`src/rtl/cabin_pkg.sv`:
```
// ============================================================================
// Module : cabin_pkg
// Brief  : Shared terminal-mode codes and timer state encoding.
// Rev    : 1.0
// ============================================================================
`default_nettype none

package cabin_pkg;

    localparam logic [1:0] MODE_WRAP    = 2'b00;
    localparam logic [1:0] MODE_SAT     = 2'b01;
    localparam logic [1:0] MODE_ONESHOT = 2'b10;

    typedef enum logic [1:0] {
        TMR_IDLE = 2'b00,
        TMR_RUN  = 2'b01,
        TMR_DONE = 2'b10
    } tmr_state_t;

endpackage

`default_nettype wire

```
`src/rtl/cabin_timer_counter_if.sv`:
```
// ============================================================================
// Module : cabin_timer_counter_if
// Brief  : Control/status bundle between a timer client and the timer.
// Rev    : 1.0
// ============================================================================
`default_nettype none

interface cabin_timer_counter_if #(
    parameter int WIDTH = 8
);
    logic             en;
    logic             load;
    logic [WIDTH-1:0] load_val;
    logic             dir_up;
    logic [1:0]       mode;
    logic [WIDTH-1:0] cmp_val;
    logic [WIDTH-1:0] q;
    logic             tc;
    logic             cmp_match;
    logic             busy;
    logic             done;

    modport master (
        output en, load, load_val, dir_up, mode, cmp_val,
        input  q, tc, cmp_match, busy, done
    );

    modport slave (
        input  en, load, load_val, dir_up, mode, cmp_val,
        output q, tc, cmp_match, busy, done
    );
endinterface

`default_nettype wire

```
`src/rtl/cabin_prescaler.sv`:
```
// ============================================================================
// Module : cabin_prescaler
// Brief  : Divides enabled clk cycles by PRESCALE; tick marks the last one.
// Rev    : 1.0
// ============================================================================
`default_nettype none

module cabin_prescaler #(
    parameter int PRESCALE = 1
) (
    input  wire logic clk,
    input  wire logic reset,
    input  wire logic en,
    input  wire logic clr,
    output logic      tick
);
    localparam int CW = (PRESCALE > 1) ? $clog2(PRESCALE) : 1;
    localparam logic [CW-1:0] LAST = CW'(PRESCALE - 1);

    logic [CW-1:0] cnt;

    assign tick = en && (cnt == LAST);

    always_ff @(posedge clk) begin
        if (reset || clr) begin
            cnt <= '0;
        end else if (en) begin
            cnt <= (cnt == LAST) ? '0 : cnt + 1'b1;
        end
    end
endmodule

`default_nettype wire

```
`src/rtl/cabin_timer_counter.sv`:
```
// ============================================================================
// Module : cabin_timer_counter
// Brief  : Prescaled up/down timer with wrap/saturate/oneshot terminal modes.
// Rev    : 1.0
// ============================================================================
`default_nettype none

module cabin_timer_counter
    import cabin_pkg::*;
#(
    parameter int WIDTH    = 8,
    parameter int MAX_VAL  = 2**WIDTH - 1,
    parameter int PRESCALE = 1
) (
    input  wire logic             clk,
    input  wire logic             reset,
    cabin_timer_counter_if.slave  bus
);
    localparam logic [WIDTH-1:0] MAX_Q = WIDTH'(MAX_VAL);
    localparam logic [WIDTH:0]   MAX_X = (WIDTH+1)'(MAX_VAL);

    tmr_state_t       state, state_nxt;
    logic [WIDTH-1:0] q, q_nxt;
    logic             tc, tc_nxt;
    logic             run_en;
    logic             step;
    logic [WIDTH:0]   q_inc;
    logic             at_term;
    logic [WIDTH-1:0] load_clamped;

    // DONE freezes the prescaler as well as the count.
    assign run_en = bus.en && (state != TMR_DONE);

    cabin_prescaler #(
        .PRESCALE (PRESCALE)
    ) u_prescaler (
        .clk   (clk),
        .reset (reset),
        .en    (run_en),
        .clr   (bus.load),
        .tick  (step)
    );

    // One extra bit so MAX_VAL = 2**WIDTH-1 is still detected as terminal.
    assign q_inc        = {1'b0, q} + 1'b1;
    assign at_term      = bus.dir_up ? (q_inc > MAX_X) : (q == '0);
    assign load_clamped = ({1'b0, bus.load_val} > MAX_X) ? MAX_Q : bus.load_val;

    always_comb begin
        q_nxt     = q;
        tc_nxt    = 1'b0;
        state_nxt = state;
        if (bus.load) begin
            q_nxt     = load_clamped;
            state_nxt = TMR_IDLE;
        end else begin
            case (state)
                TMR_IDLE: if (bus.en)  state_nxt = TMR_RUN;
                TMR_RUN:  if (!bus.en) state_nxt = TMR_IDLE;
                default:  state_nxt = state;
            endcase
            if (step) begin
                if (!at_term) begin
                    q_nxt = bus.dir_up ? q_inc[WIDTH-1:0] : q - 1'b1;
                end else begin
                    tc_nxt = 1'b1;
                    case (bus.mode)
                        MODE_SAT:     q_nxt = q;
                        MODE_ONESHOT: state_nxt = TMR_DONE;
                        MODE_WRAP:    q_nxt = bus.dir_up ? '0 : MAX_Q;
                        default:      q_nxt = bus.dir_up ? '0 : MAX_Q;
                    endcase
                end
            end
        end
    end

    always_ff @(posedge clk) begin
        if (reset) begin
            q     <= '0;
            tc    <= 1'b0;
            state <= TMR_IDLE;
        end else begin
            q     <= q_nxt;
            tc    <= tc_nxt;
            state <= state_nxt;
        end
    end

    assign bus.q         = q;
    assign bus.tc        = tc;
    assign bus.cmp_match = (q == bus.cmp_val);
    assign bus.busy      = (state == TMR_RUN);
    assign bus.done      = (state == TMR_DONE);
endmodule

`default_nettype wire

```
`src/flat_wrapper.sv`:
```
// flat-port wrapper written by rule: the top's interface ports become plain ports
module cabin_timer_counter_flat import cabin_pkg::*;
#(
    parameter int WIDTH    = 8,
    parameter int MAX_VAL  = 2**WIDTH - 1,
    parameter int PRESCALE = 1
)
  (clk, reset, bus_en, bus_load, bus_load_val, bus_dir_up, bus_mode, bus_cmp_val, bus_q, bus_tc, bus_cmp_match, bus_busy, bus_done);
  cabin_timer_counter_if #(.WIDTH(WIDTH)) bus_i ();
  input  wire logic clk;
  input  wire logic reset;
  input wire logic [$bits(bus_i.en)-1:0] bus_en;
  input wire logic [$bits(bus_i.load)-1:0] bus_load;
  input wire logic [$bits(bus_i.load_val)-1:0] bus_load_val;
  input wire logic [$bits(bus_i.dir_up)-1:0] bus_dir_up;
  input wire logic [$bits(bus_i.mode)-1:0] bus_mode;
  input wire logic [$bits(bus_i.cmp_val)-1:0] bus_cmp_val;
  output wire logic [$bits(bus_i.q)-1:0] bus_q;
  output wire logic [$bits(bus_i.tc)-1:0] bus_tc;
  output wire logic [$bits(bus_i.cmp_match)-1:0] bus_cmp_match;
  output wire logic [$bits(bus_i.busy)-1:0] bus_busy;
  output wire logic [$bits(bus_i.done)-1:0] bus_done;
  assign bus_i.en = bus_en;
  assign bus_i.load = bus_load;
  assign bus_i.load_val = bus_load_val;
  assign bus_i.dir_up = bus_dir_up;
  assign bus_i.mode = bus_mode;
  assign bus_i.cmp_val = bus_cmp_val;
  assign bus_q = bus_i.q;
  assign bus_tc = bus_i.tc;
  assign bus_cmp_match = bus_i.cmp_match;
  assign bus_busy = bus_i.busy;
  assign bus_done = bus_i.done;
  cabin_timer_counter #(.WIDTH(WIDTH), .MAX_VAL(MAX_VAL), .PRESCALE(PRESCALE)) u_core (.clk(clk), .reset(reset), .bus(bus_i));
endmodule
```
`config.mk`:
```
export PLATFORM = sky130hd
export DESIGN_NAME = cabin_timer_counter_flat
export DESIGN_NICKNAME = d
export VERILOG_FILES = /design/src/rtl/cabin_pkg.sv /design/src/rtl/cabin_timer_counter_if.sv /design/src/rtl/cabin_prescaler.sv /design/src/rtl/cabin_timer_counter.sv /design/src/flat_wrapper.sv
export SDC_FILE = /design/constraint.sdc
export NUM_CORES = 1
export LEC_CHECK = 0
export ABC_AREA = 1
export BUFFER_PORTS_ARGS = -buffer_cell sky130_fd_sc_hd__buf_2
export CELL_PAD_IN_SITES_DETAIL_PLACEMENT = 0
export CELL_PAD_IN_SITES_GLOBAL_PLACEMENT = 1
export CORE_MARGIN = 2
export CORE_UTILIZATION = 37
export CTS_BUF_LIST = sky130_fd_sc_hd__clkbuf_4 sky130_fd_sc_hd__clkbuf_8 sky130_fd_sc_hd__clkbuf_16
export DETAILED_ROUTE_END_ITERATION = 12
export GPL_ROUTABILITY_DRIVEN = 1
export MAX_ROUTING_LAYER = met4
export PLACE_DENSITY = 0.95
export SLEW_MARGIN = 10
export SYNTH_ARGS = -nofsm -noshare
export SYNTH_HDL_FRONTEND = slang
export SYNTH_SLANG_ARGS = --single-unit
```
`constraint.sdc`:
```
create_clock -name clk -period 4.68 [get_ports clk]
set_input_delay 0.468 -clock clk [delete_from_list [all_inputs] [get_ports clk]]
set_output_delay 0.468 -clock clk [all_outputs]
set_load 0.02 [all_outputs]
```
Yosys cells after proc, flatten, opt, wreduce, memory -nomap -nowiden
Index checks and enable logic that the tools add are counted.
Widths: inputs -> output; s select.

storage, ports and cells
  register bits = 12
  bits in latches = 0
  bits in writable memories = 0
  memory bits (read-only) = 0
  bits of input ports = 23
  output and inout bits = 12
  logic and storage cells = 42
  memories = 0

cells by class
  add/subtract/negate cells = 3
  multipliers = 0
  divide/modulo/power cells = 0
  $lt $le $gt $ge = 1
  equality and inequality tests = 7
  shifts and indexed selects = 0
  multiplexer cells = 15
  bitwise operators = 2
  reductions and logical operators = 10

operator list
  cell                 count
  $mux 8               6
  $mux 2               5
  $add 8x1->9 const B  1
  $gt 9x8->1 const B   1
  $eq 8x8->1           1
  $logic_not 8->1      1
  $sub 8x1->8 const B  1
  $eq 2x1->1 const B   2
  $eq 2x2->1 const B   2
  $pmux 2 s2           1
  $reduce_or 2->1      2
  $mux 1               3
  $ne 3x3->1 const B   1
  $reduce_or 3->1      1
  $logic_and 1x1->1    2
  $logic_not 2->1      1
  $ne 2x2->1 const B   1
  $not 1->1            2
  $reduce_and 2->1     1
  $reduce_bool 2->1    1
  $add 1x1->1 const B  1
  $logic_or 1x1->1     1

Longest topological paths before layout
Gate-level depths: netlist of the first run.

  depth in word-level cells = 6
  mapped depth = 18

Cells and area by module
A second synthesis of the first run with hierarchy kept.

second synthesis, totals
  cells, all modules = 197
  area total of the unflattened synthesis = 1177.4 um^2

by module, submodules not included
  module               instances  cells an instance  area each (um^2)  sequential area each (um^2)
  cabin_timer_counter  1          196                1169.9            220.2
  cabin_prescaler      1          1                  7.5               0.0

Worst setup path after synthesis of the first run
OpenSTA, ideal clock, no wires.

  path type = reg-to-reg
  start = register u_core.q[0], in the netlist u_core.bus.q[0]
  end = register u_core.q[5], in the netlist u_core.bus.q[5]
  arrival = 2.026 ns
  setup slack = 2.542 ns
  cell stages (with the launch flop) = 17
  path buffers = 1
  cell sequence = dfxtp_1 > inv_1 > ha_1 > nand2_1 > nor2_1 > nand3_1 > nor2_2 > nand2_2 > nand2_4 > nand2_4 > nand2_4 > nand2_4 > nand2_4 > buf_12 > nand2_1 > nand2_1 > nor2_2

between the ends
  longest elaborated chain between the ends = 6
  elaborated cells on any way between the ends = 11

RTL lines
  item                    line                       source
  start, declared         cabin_timer_counter.sv:23  logic [WIDTH-1:0] q, q_nxt;
  start signal, assigned  cabin_timer_counter.sv:84  q <= q_nxt;
  $add 8x1->9             cabin_timer_counter.sv:45  assign q_inc = {1'b0, q} + 1'b1;
  $gt 9x8->1              cabin_timer_counter.sv:46  assign at_term = bus.dir_up ? (q_inc > MAX_X) : (q == '0);
  $mux 1                  cabin_timer_counter.sv:46
  $mux 8                  cabin_timer_counter.sv:63  if (!at_term) begin
  $mux 8                  cabin_timer_counter.sv:62  if (step) begin
  $mux 8                  cabin_timer_counter.sv:53  if (bus.load) begin

Parallel ways exist; a longest one is shown, timed or not. The select of a mux whose other input is x is not followed.
A chain may end at the register's enable or synchronous reset.

Final worst setup path of the first run
  start = register u_core.q[0], in the netlist u_core.bus.q[0]
  end = register u_core.q[6], in the netlist u_core.bus.q[6]

The elaborated chain is that of the path after synthesis.

==> results of run 1 <==
[cells in the mapped netlist, types with 2 or more instances]
library cell	number	area share (%)
xnor2_1	8	5.8
nand2_2	5	2.6
o211ai_1	2	1.2
nor2_2	11	5.7
inv_1	19	5.9
inv_2	5	1.5
ha_1	5	5.1
nand2_4	5	4.6
xor2_1	2	1.4
nand4_1	5	2.6
nand3_1	10	4.1
nand2_1	61	19
o21ai_0	5	2.1
clkbuf_1	2	0.62
nor2_1	28	8.7
dfxtp_1	11	18
a21oi_1	6	2.5
[routing by layer]
| layer | GRT usage, % | vias to the layer above | wire length (um) |
|---|---|---|---|
| li1 | - | 691 | - |
| met1 | 23.4 | 575 | 1490 |
| met2 | 30.2 | 35 | 1360 |
| met3 | 1.89 | 2 | 150 |
| met4 | 7.14 | 0 | 17 |
| met5 | - | - | 0 |
[logic make-up after synthesis]
group	Yosys count	synth area share (%)
fa+ha+maj	5	5.15
flops	11	18.1
compound gates	17	7.93
xor+xnor	10	7.21
simple gates	129	49.9
buf+inv	30	11.6
[path summary, 6_finish.rpt]
kind	depth (start not counted)	to
min reg2reg	2	u_core.state[1]
max reg2reg	15	u_core.bus.q[6]
max	15	u_core.bus.q[6]
min	2	u_core.bus.q[4]
[cell type report]
class	count	area, um^2
clock buffers	4	30.0
fillers	361	1660
inverters	24	90.1
multi-input cells	161	853
flip-flops and latches	11	220
well taps	44	55.1
repair buffers	34	170
[registers in the layout, indices dropped and copies added (netlist names)]
| name | flops |
|---|---|
| u_core.bus.q | 8 |
| u_core.bus.tc | 1 |
| u_core.state | 2 |
[per-stage QoR]
stage / util (%) / hold slack (ps)
finish: 46.1 / 373
CTS: 46.1 / 365
detailed placement: 45.1 / 491
global placement: 45.1 / 489
global route: 46.1 / 357
floorplan: - / 464
[critical path, stage by stage (launching register included)]
cell and delay [ps]:
dfxtp_1 510, inv_1 190, ha_1 370, nand2_1 70, nor2_1 100, nand3_1 100, nor2_2 100, nand2_2 80
nand2_4 70, nand2_4 80, nand2_4 100, nand2_4 60, nand2_4 150, nand2_1 70, nand2_1 70, nor2_2 30
[power breakdown]
| group | total (uW) | switching, uW | internal [uW] | leakage, uW |
|---|---|---|---|---|
| combinational | 135 | 81.8 | 52.9 | 0.000660 |
| sequential | 122 | 20.0 | 102 | 0.0000911 |
| clock | 72.8 | 34.0 | 38.8 | 0.0000184 |
==> results.md, run 1 <==
- N_diodes: 0
- Yosys reg bits: 11
- CTS Buf Count: 3
- Clk root buf: clkbuf_4
- Hpwl dp: 2.46 mm
- Startpoint types: register
- Area of the core: 3080 um^2
- CTS tree: built
- Syn Std Cell Area: between 1000 and 1500 um^2
- Rel. slew slack: between 60% and 70%
- Layout cells sized above 1: between 20% and 30%
- Critical path peak fanout: 11
- Synthesized net count: 230
- Syn. warnings: 0
- Synth cell types: 29
- Crit share post-route: 48.4%
- Static Leak: 0.000770 uW
- Placed Cells: 274
- Antenna Nets Post-Route: 0
- Drc violations: 0
- Routed vias: 1,303
- Gr ovfl total: 0
- Die height: 61.3 um
- Unrepaired setup endpoints after global routing: no
- Initial antenna violation count: 0
- P&R area growth vs syn: 16.8%
- Final Skew: between 10 and 15 ps
- Hold crit path type: input port to register
- Setup Fix Bufs, Post-CTS: 0
- Arrival time worst endpoint: around 2400 ps
- Num rows: 20
- Sequential fraction of the synthesis area: between 10% and 20%
- Post-CTS sizing: 0
- Final cell count without fillers: 278
- Tot Pwr: approximately 330 uW
- Worst-Skew Late Latency: 270 ps
- Die width: 61.3 um
- # nets final: 263
- Outcome: completed
- I/O Buffers: 34
- Register-to-register setup slack: between 2000 and 2500 ps
- I/O pin count: 35
- Setup TNS: 0 ps
- Die ar.: between 3000 and 4000 um^2
- Critical path class: register to register
- Hold Vio Cnt, Final: 0
- Hold Buf Count CTS: 0
- Async SR Flop Fraction: 0%
- Worst-Margin Slew: around 460 ps
- GP Congestion: roughly 0.89
- Post-synth top flop: dfxtp_1
- Leading cell type in the layout, fill and taps excluded: nand2_1
- Max-Cap Viols: 0
- First-pass GRT wire length: about 5.0 mm
- R2r startpoint: u_core.bus.q[0]
- P per Cell Area: 232 nW/um^2
- Worst-case clock buffer depth: 2
- 1st-pass router iterations: 4
- Final Slew Violations: 0
- Cells after Synth: 202
- Max Fclk: 0.441 GHz
- Number of global-route vias before repair: approximately 1,200
- Post-DR vias/cell: 4.69
- WL/cell: 10.9 um
- Place WS: 2450 ps
- Final setup fails: 0
- Avg Cell Area, Syn: 6.01 um^2
- DP Area: 1390 um^2
- Htree depth: 1
- Clock sink total: 11
- Minimum clock period after layout: 2270 ps
- Most frequent cells in the layout: nand2_1, buf_2, nor2_1
- Post-synth EDFFs: 0
- Post-Route WL: 3.02 mm
- Initial drt markers: 64
- Pin count of the biggest net entering global routing: 13
- CP startpoint: u_core.bus.q[0]
- Design area: between 1000 and 1500 um^2
- GRT Overall Usage: a little under a fifth
- Crit end category: register
- Worst Hold Launch: reset
- Critical Path RT: 4840 ps
- Maximum VDD drop: 0.000142 V
- PnR worst setup slack: 2410 ps
- Initial Util: 39.5%
- Clock-pin slew on the worst setup and hold paths: 80 ps
No activity file was read; power rests on OpenSTA's default activity.
==> run 2: changes to the inputs <==
Settings changed: CORE_UTILIZATION 37 to 31, PLACE_DENSITY 0.95 to 0.86.
Clock period 4.68 ns to 1.87 ns, I/O delays scaled along.
==> results.md, run 2 (same netlist as run 1, synthesis figures left out) <==
- Outcome: finished, violations left
- Failing checks: negative setup slack
- First-pass GRT wire length: 5.55 mm (+11%)
- Clk root buf: clkbuf_8
- I/O pin count: 35 (unchanged)
- N_diodes: 0 (unchanged)
- # nets final: 289 (+9.9%)
- Routed vias: 1,429 (+9.7%)
- Hold Vio Cnt, Final: 0 (unchanged)
- Max FFs per register: 8 (unchanged)
- Worst-case clock buffer depth: 2 (unchanged)
- Most frequent cells in the layout: nand2_1, buf_2, nor2_1
- Unrepaired setup endpoints after global routing: yes
- Clock sink total: 11 (unchanged)
- Maximum VDD drop: 0.000395 V (+180%)
- Crit share post-route: 102% (+54 points)
- Number of global-route vias before repair: 1,281 (+11%)
- Final setup fails: 8 (+8)
- Placed Cells: 300 (+9.5%)
- Antenna Nets Post-Route: 0 (unchanged)
- Final Skew: 1.90 ps (-11.9 ps)
- WL/cell: 11.3 um (+4.2%)
- Final cell count without fillers: 308 (+11%)
- Die height: 66.6 um (+8.6%)
- Die ar.: 4440 um^2 (+18%)
- I/O Buffers: 34 (unchanged)
- Max-Cap Viols: 0 (unchanged)
- Layout cells sized above 1: 43.8% (+15 points)
- Largest regs: u_core.bus.q (8), u_core.state (2), u_core.bus.tc (1)
- Minimum clock period after layout: 1920 ps (-350 ps)
- Top reg by flops: u_core.bus.q
- Startpoint types: register
- Post-DR vias/cell: 4.64 (-1.0%)
- Final Slew Violations: 0 (unchanged)
- Critical Path RT: 2010 ps (-2830 ps)
- Arrival time worst endpoint: 2060 ps (-370 ps)
- Rel. slew slack: 68.3% (-0.78 points)
- Static Leak: 0.000912 uW (+18%)
- Final Core Density: 47.4% (+1.3 points)
- Num rows: 22 (+10%)
- Htree depth: 1 (unchanged)
- P per Cell Area: 591 nW/um^2 (+150%)
- Initial drt markers: 69 (+7.8%)
- Initial Util: 32.7% (-6.8 points)
- Hold Buf Count CTS: 0 (unchanged)
- Pin count of the biggest net entering global routing: 13 (unchanged)
- Worst-Skew Late Latency: 240 ps (-30 ps)
- Initial antenna violation count: 0 (unchanged)
- Crit end category: register
- 1st-pass router iterations: 4 (unchanged)
- Clock-pin slew on the worst setup and hold paths: 60 ps (-20 ps)
- Critical path peak fanout: 6 (-5)
- P&R area growth vs syn: 44.9%
- GP Congestion: 0.925 (+3.5%)
- Hpwl dp: 2.71 mm (+10%)
- Post-Route WL: 3.49 mm (+15%)
- Fill cell count: 383 (+6.1%)
- Place WS: -20.5 ps (-2470 ps)
- Drc violations: 0 (unchanged)
- GRT Overall Usage: 16.5% (-2.0 points)
- Worst-Margin Slew: 473 ps (+10.6 ps)
- CTS Buf Count: 3 (unchanged)
- Die width: 66.6 um (+8.6%)
- Gr ovfl total: 0 (unchanged)
- Max Fclk: 0.522 GHz (+18%)
- Critical path class: register to register
- Hold crit path type: input port to register
- CTS tree: built
- PnR worst setup slack: -46.0 ps (-2460 ps)
- Leading cell type in the layout, fill and taps excluded: nand2_1
- Area of the core: 3720 um^2 (+21%)
## run 2: cell count changes in the layout (fill, tap and decap cells not counted), moves of 3 or more
cell / before / now
dfxtp_1: 11 / 7
buf_4: 0 / 23
ha_1: 5 / 2
clkbuf_8: 0 / 3
clkbuf_4: 4 / 1
nand2_2: 5 / 12
nand2_1: 61 / 52
## run 2: area by class of cell
type	count	area [um^2]	share of cell area (%)
Multi-Input combinational cell	162	952	54.1
Tap cell	48	60.1	3.41
Clock buffer	4	48.8	2.77
Inverter	24	95.1	5.40
Timing Repair Buffer	59	374	21.3
Sequential cell	11	230	13.1
## run 2: worst max-delay path, stage by stage, from the launching register on
cell      delay, ps
dfxtp_4         380
inv_4            50
ha_2            170
nor2_1          120
nand2_1          70
nor2_1          120
nand3_1         100
nor2_2           90
nand2_2          70
nand2_4          70
nand2_4          80
buf_6           130
o211ai_1         90
nand2_1         100
nor2_2          120
nor2_2           30
## run 2: path summary, 6_finish.rpt
| check | startpoint | end | slack, ps | cells after the start |
|---|---|---|---|---|
| worst max-delay path | u_core.bus.q[0] | u_core.bus.q[3] | -50 | 15 |
| worst min-delay path | reset | u_core.bus.q[4] | 120 | 2 |
| worst min register to register | u_core.state[1] | u_core.state[1] | 510 | 2 |
| worst max register to register | u_core.bus.q[0] | u_core.bus.q[3] | -50 | 15 |
## run 2: repair_timing
item,CTS,global route
gates cloned,0,1
setup endpoints to repair,7,10
gates resized for setup,7,19
setup buffers,3,1
pin swaps,6,15
## run 2: where the power goes
| group | internal, uW | switching [uW] | total, uW |
|---|---|---|---|
| logic | 215 | 268 | 483 |
| registers | 257 | 29.6 | 287 |
| clock network | 165 | 105 | 271 |
| total | 638 | 403 | 1040 |
## run 2: routing by layer
metal	vias to the layer above	wire, um	global-route usage [%]
met5	-	0	-
met4	0	36	4.59
met3	5	171	1.69
met2	40	1670	27.0
met1	638	1610	21.7
li1	746	-	-
## run 2: per-stage QoR
step                      total power (uW)  hold slack [ps]  cell area, um^2  TNS [ps]
after global placement                 730              383             1580     -28.5
after CTS                             1010              129             1680         0
after floorplan                        563              259             1220         0
after global routing                  1110              137             1760     -1580
after detailed placement               729              385             1580     -28.3
final                                 1040              121             1760      -252
==> run 3: changes to the inputs <==
Settings changed: RECOVER_POWER set to 25.
==> results.md, run 3 (same netlist as run 1, synthesis figures left out) <==
- CTS Buf Count: 3 (unchanged)
- 1st-pass router iterations: 4 (unchanged)
- Worst Hold Launch: reset
- Sequential Power Share: 27.6% (about the same)
- CTS tree: built
- I/O pin count: 35 (unchanged)
- Critical path peak fanout: 6 (unchanged)
- NetSw: 403 uW (about the same)
- Initial Util: 32.7% (unchanged)
- First-pass GRT wire length: 5.55 mm (unchanged)
- Routed vias: 1,429 (unchanged)
- Antenna Nets Post-Route: 0 (unchanged)
- Hold Vio Cnt, Final: 0 (unchanged)
- Top reg by flops: u_core.bus.q
- Hold Buf Count CTS: 0 (unchanged)
- Initial drt markers: 69 (unchanged)
- Drc violations: 0 (unchanged)
- Critical Path RT: 2010 ps (about the same)
- Startpoint types: register
- Setup TNS: -252 ps (-0.0700 ps)
- Final Skew: 1.91 ps (+0.0136 ps)
- Area of the core: 3720 um^2 (unchanged)
- Die height: 66.6 um (unchanged)
- R2R Path End: u_core.bus.q[3]
- P per Cell Area: 592 nW/um^2 (about the same)
- Minimum clock period after layout: 1920 ps (+0.000200 ps)
- GRT Overall Usage: 16.5% (unchanged)
- I/O Buffers: 34 (unchanged)
- Register-to-register setup slack: -50 ps (about the same)
- Hold Path Cell Cnt: 2 (unchanged)
- Die width: 66.6 um (unchanged)
- Final setup fails: 8 (unchanged)
- # nets final: 289 (unchanged)
- Min-Delay Endpoint: u_core.bus.q[4]
- Max-Cap Viols: 0 (unchanged)
- Unrepaired setup endpoints after global routing: yes
- PnR worst setup slack: -46.0 ps (-0.000200 ps)
- Number of global-route vias before repair: 1,281 (unchanged)
- Num rows: 22 (unchanged)
- Pin count of the biggest net entering global routing: 13 (unchanged)
- Maximum VDD drop: 0.000395 V (about the same)
- Post-DR vias/cell: 4.64 (unchanged)
- Clock power frac: 26.0% (about the same)
- Clk root buf: clkbuf_8
- Sw Share: 38.8% (about the same)
- Worst-Margin Slew: 473 ps (unchanged)
- Power Internal: 637 uW (-0.11%)
- Initial antenna violation count: 0 (unchanged)
- Largest regs: u_core.bus.q (8), u_core.state (2), u_core.bus.tc (1)
- Max layer used: met4
- Arrival time worst endpoint: 2060 ps (about the same)
- Leading cell type in the layout, fill and taps excluded: nand2_1
- Outcome: finished, violations left
- Metal2 WL: 1.67 mm (unchanged)
- Layout cells sized above 1: 43.1% (-0.77 points)
- Max Fclk: 0.522 GHz (unchanged)
- Final Slew Violations: 0 (unchanged)
- Post-Route WL: 3.49 mm (unchanged)
- WL/cell: 11.3 um (unchanged)
- Place WS: -20.5 ps (unchanged)
- Cell depth of the worst flop-to-flop path: 15 (unchanged)
- Most frequent cells in the layout: nand2_1, buf_2, nor2_1
- Crit share post-route: 102% (about the same)
- Hold crit path type: input port to register
- Combinational power share: 46.4% (about the same)
- Gr ovfl total: 0 (unchanged)
- Worst-case clock buffer depth: 2 (unchanged)
- N_diodes: 0 (unchanged)
- Critical path class: register to register
- Clock sink total: 11 (unchanged)
- Routed wl met3: 174 um (+1.8%)
- GP Congestion: 0.925 (unchanged)
- Fill cell count: 383 (unchanged)
- R2r startpoint: u_core.bus.q[0]
- Max FFs per register: 8 (unchanged)
- Rel. slew slack: 68.3% (unchanged)
- Htree depth: 1 (unchanged)
- Met1 WL: 1.61 mm (-0.19%)
- Clock-pin slew on the worst setup and hold paths: 60 ps (about the same)
- Hpwl dp: 2.71 mm (unchanged)
- Crit end category: register
- Static Leak: 0.000904 uW (-0.86%)
- Die ar.: 4440 um^2 (unchanged)
- P&R area growth vs syn: 44.7%
- Failing checks: negative setup slack
- Worst-Skew Late Latency: 240 ps (about the same)
==> run 3: how the worst max path moves through the flow <==
| stage | from | endpoint | slack, ps | depth (start not counted) |
|---|---|---|---|---|
| floorplan | u_core.bus.q[6] | u_core.bus.q[5] | 2 | 17 |
| global placement | u_core.bus.q[1] | u_core.bus.q[0] | -30 | 15 |
| detailed placement | u_core.bus.q[1] | u_core.bus.q[0] | -20 | 15 |
| CTS | u_core.bus.q[0] | u_core.bus.q[6] | 2 | 16 |
| global route | u_core.bus.q[0] | u_core.bus.q[7] | -180 | 16 |
| finish | u_core.bus.q[0] | u_core.bus.q[3] | -50 | 15 |
==> run 3: metrics by stage <==
stage | utilization [%] | hold slack [ps] | cells | total power [uW] | area, um^2
after floorplan | - | 259 | 202 | 563 | 1220
after global placement | 42.5 | 383 | 300 | 730 | 1580
after detailed placement | 42.5 | 385 | 300 | 729 | 1580
after CTS | 45.3 | 129 | 307 | 1010 | 1680
after global routing | 47.3 | 137 | 308 | 1110 | 1760
final | 47.3 | 121 | 308 | 1040 | 1760
==> run 3: final cells by class <==
type	instances	area, um^2	share of cell area [%]
Timing Repair Buffer	59	372	21.1
Clock buffer	4	48.8	2.78
Inverter	24	95.1	5.41
Multi-Input combinational cell	162	952	54.2
Sequential cell	11	230	13.1
Tap cell	48	60.1	3.42
==> run 3: layer usage <==
layer,global-route usage [%],vias up
met4,4.59,0
met5,-,-
li1,-,746
met1,21.7,638
met2,27.0,40
met3,1.69,5
==> run 3: worst max-delay path, stage by stage (launching register included) <==
cell and delay [ps]:
dfxtp_4 380, inv_4 50, ha_2 170, nor2_1 120, nand2_1 70, nor2_1 120, nand3_1 100, nor2_2 90
nand2_2 70, nand2_4 70, nand2_4 80, buf_6 130, o211ai_1 90, nand2_1 100, nor2_2 120, nor2_2 30
==> run 3: repair_timing <==
action                                  CTS  global route
buffers inserted                          3             1
gates cloned                              0             1
endpoints found under the hold margin     0             0
gates resized for setup                   7            19
pin swaps                                 6            15
endpoints found under the setup margin    7            10
==> run 3: power by group through the flow <==
stage	registers, uW	clock network [uW]	logic (uW)
after global placement	285	0	445
after CTS	285	267	457
after global routing	291	283	533
after detailed placement	287	0	443
final	287	271	483
after floorplan	307	0	256
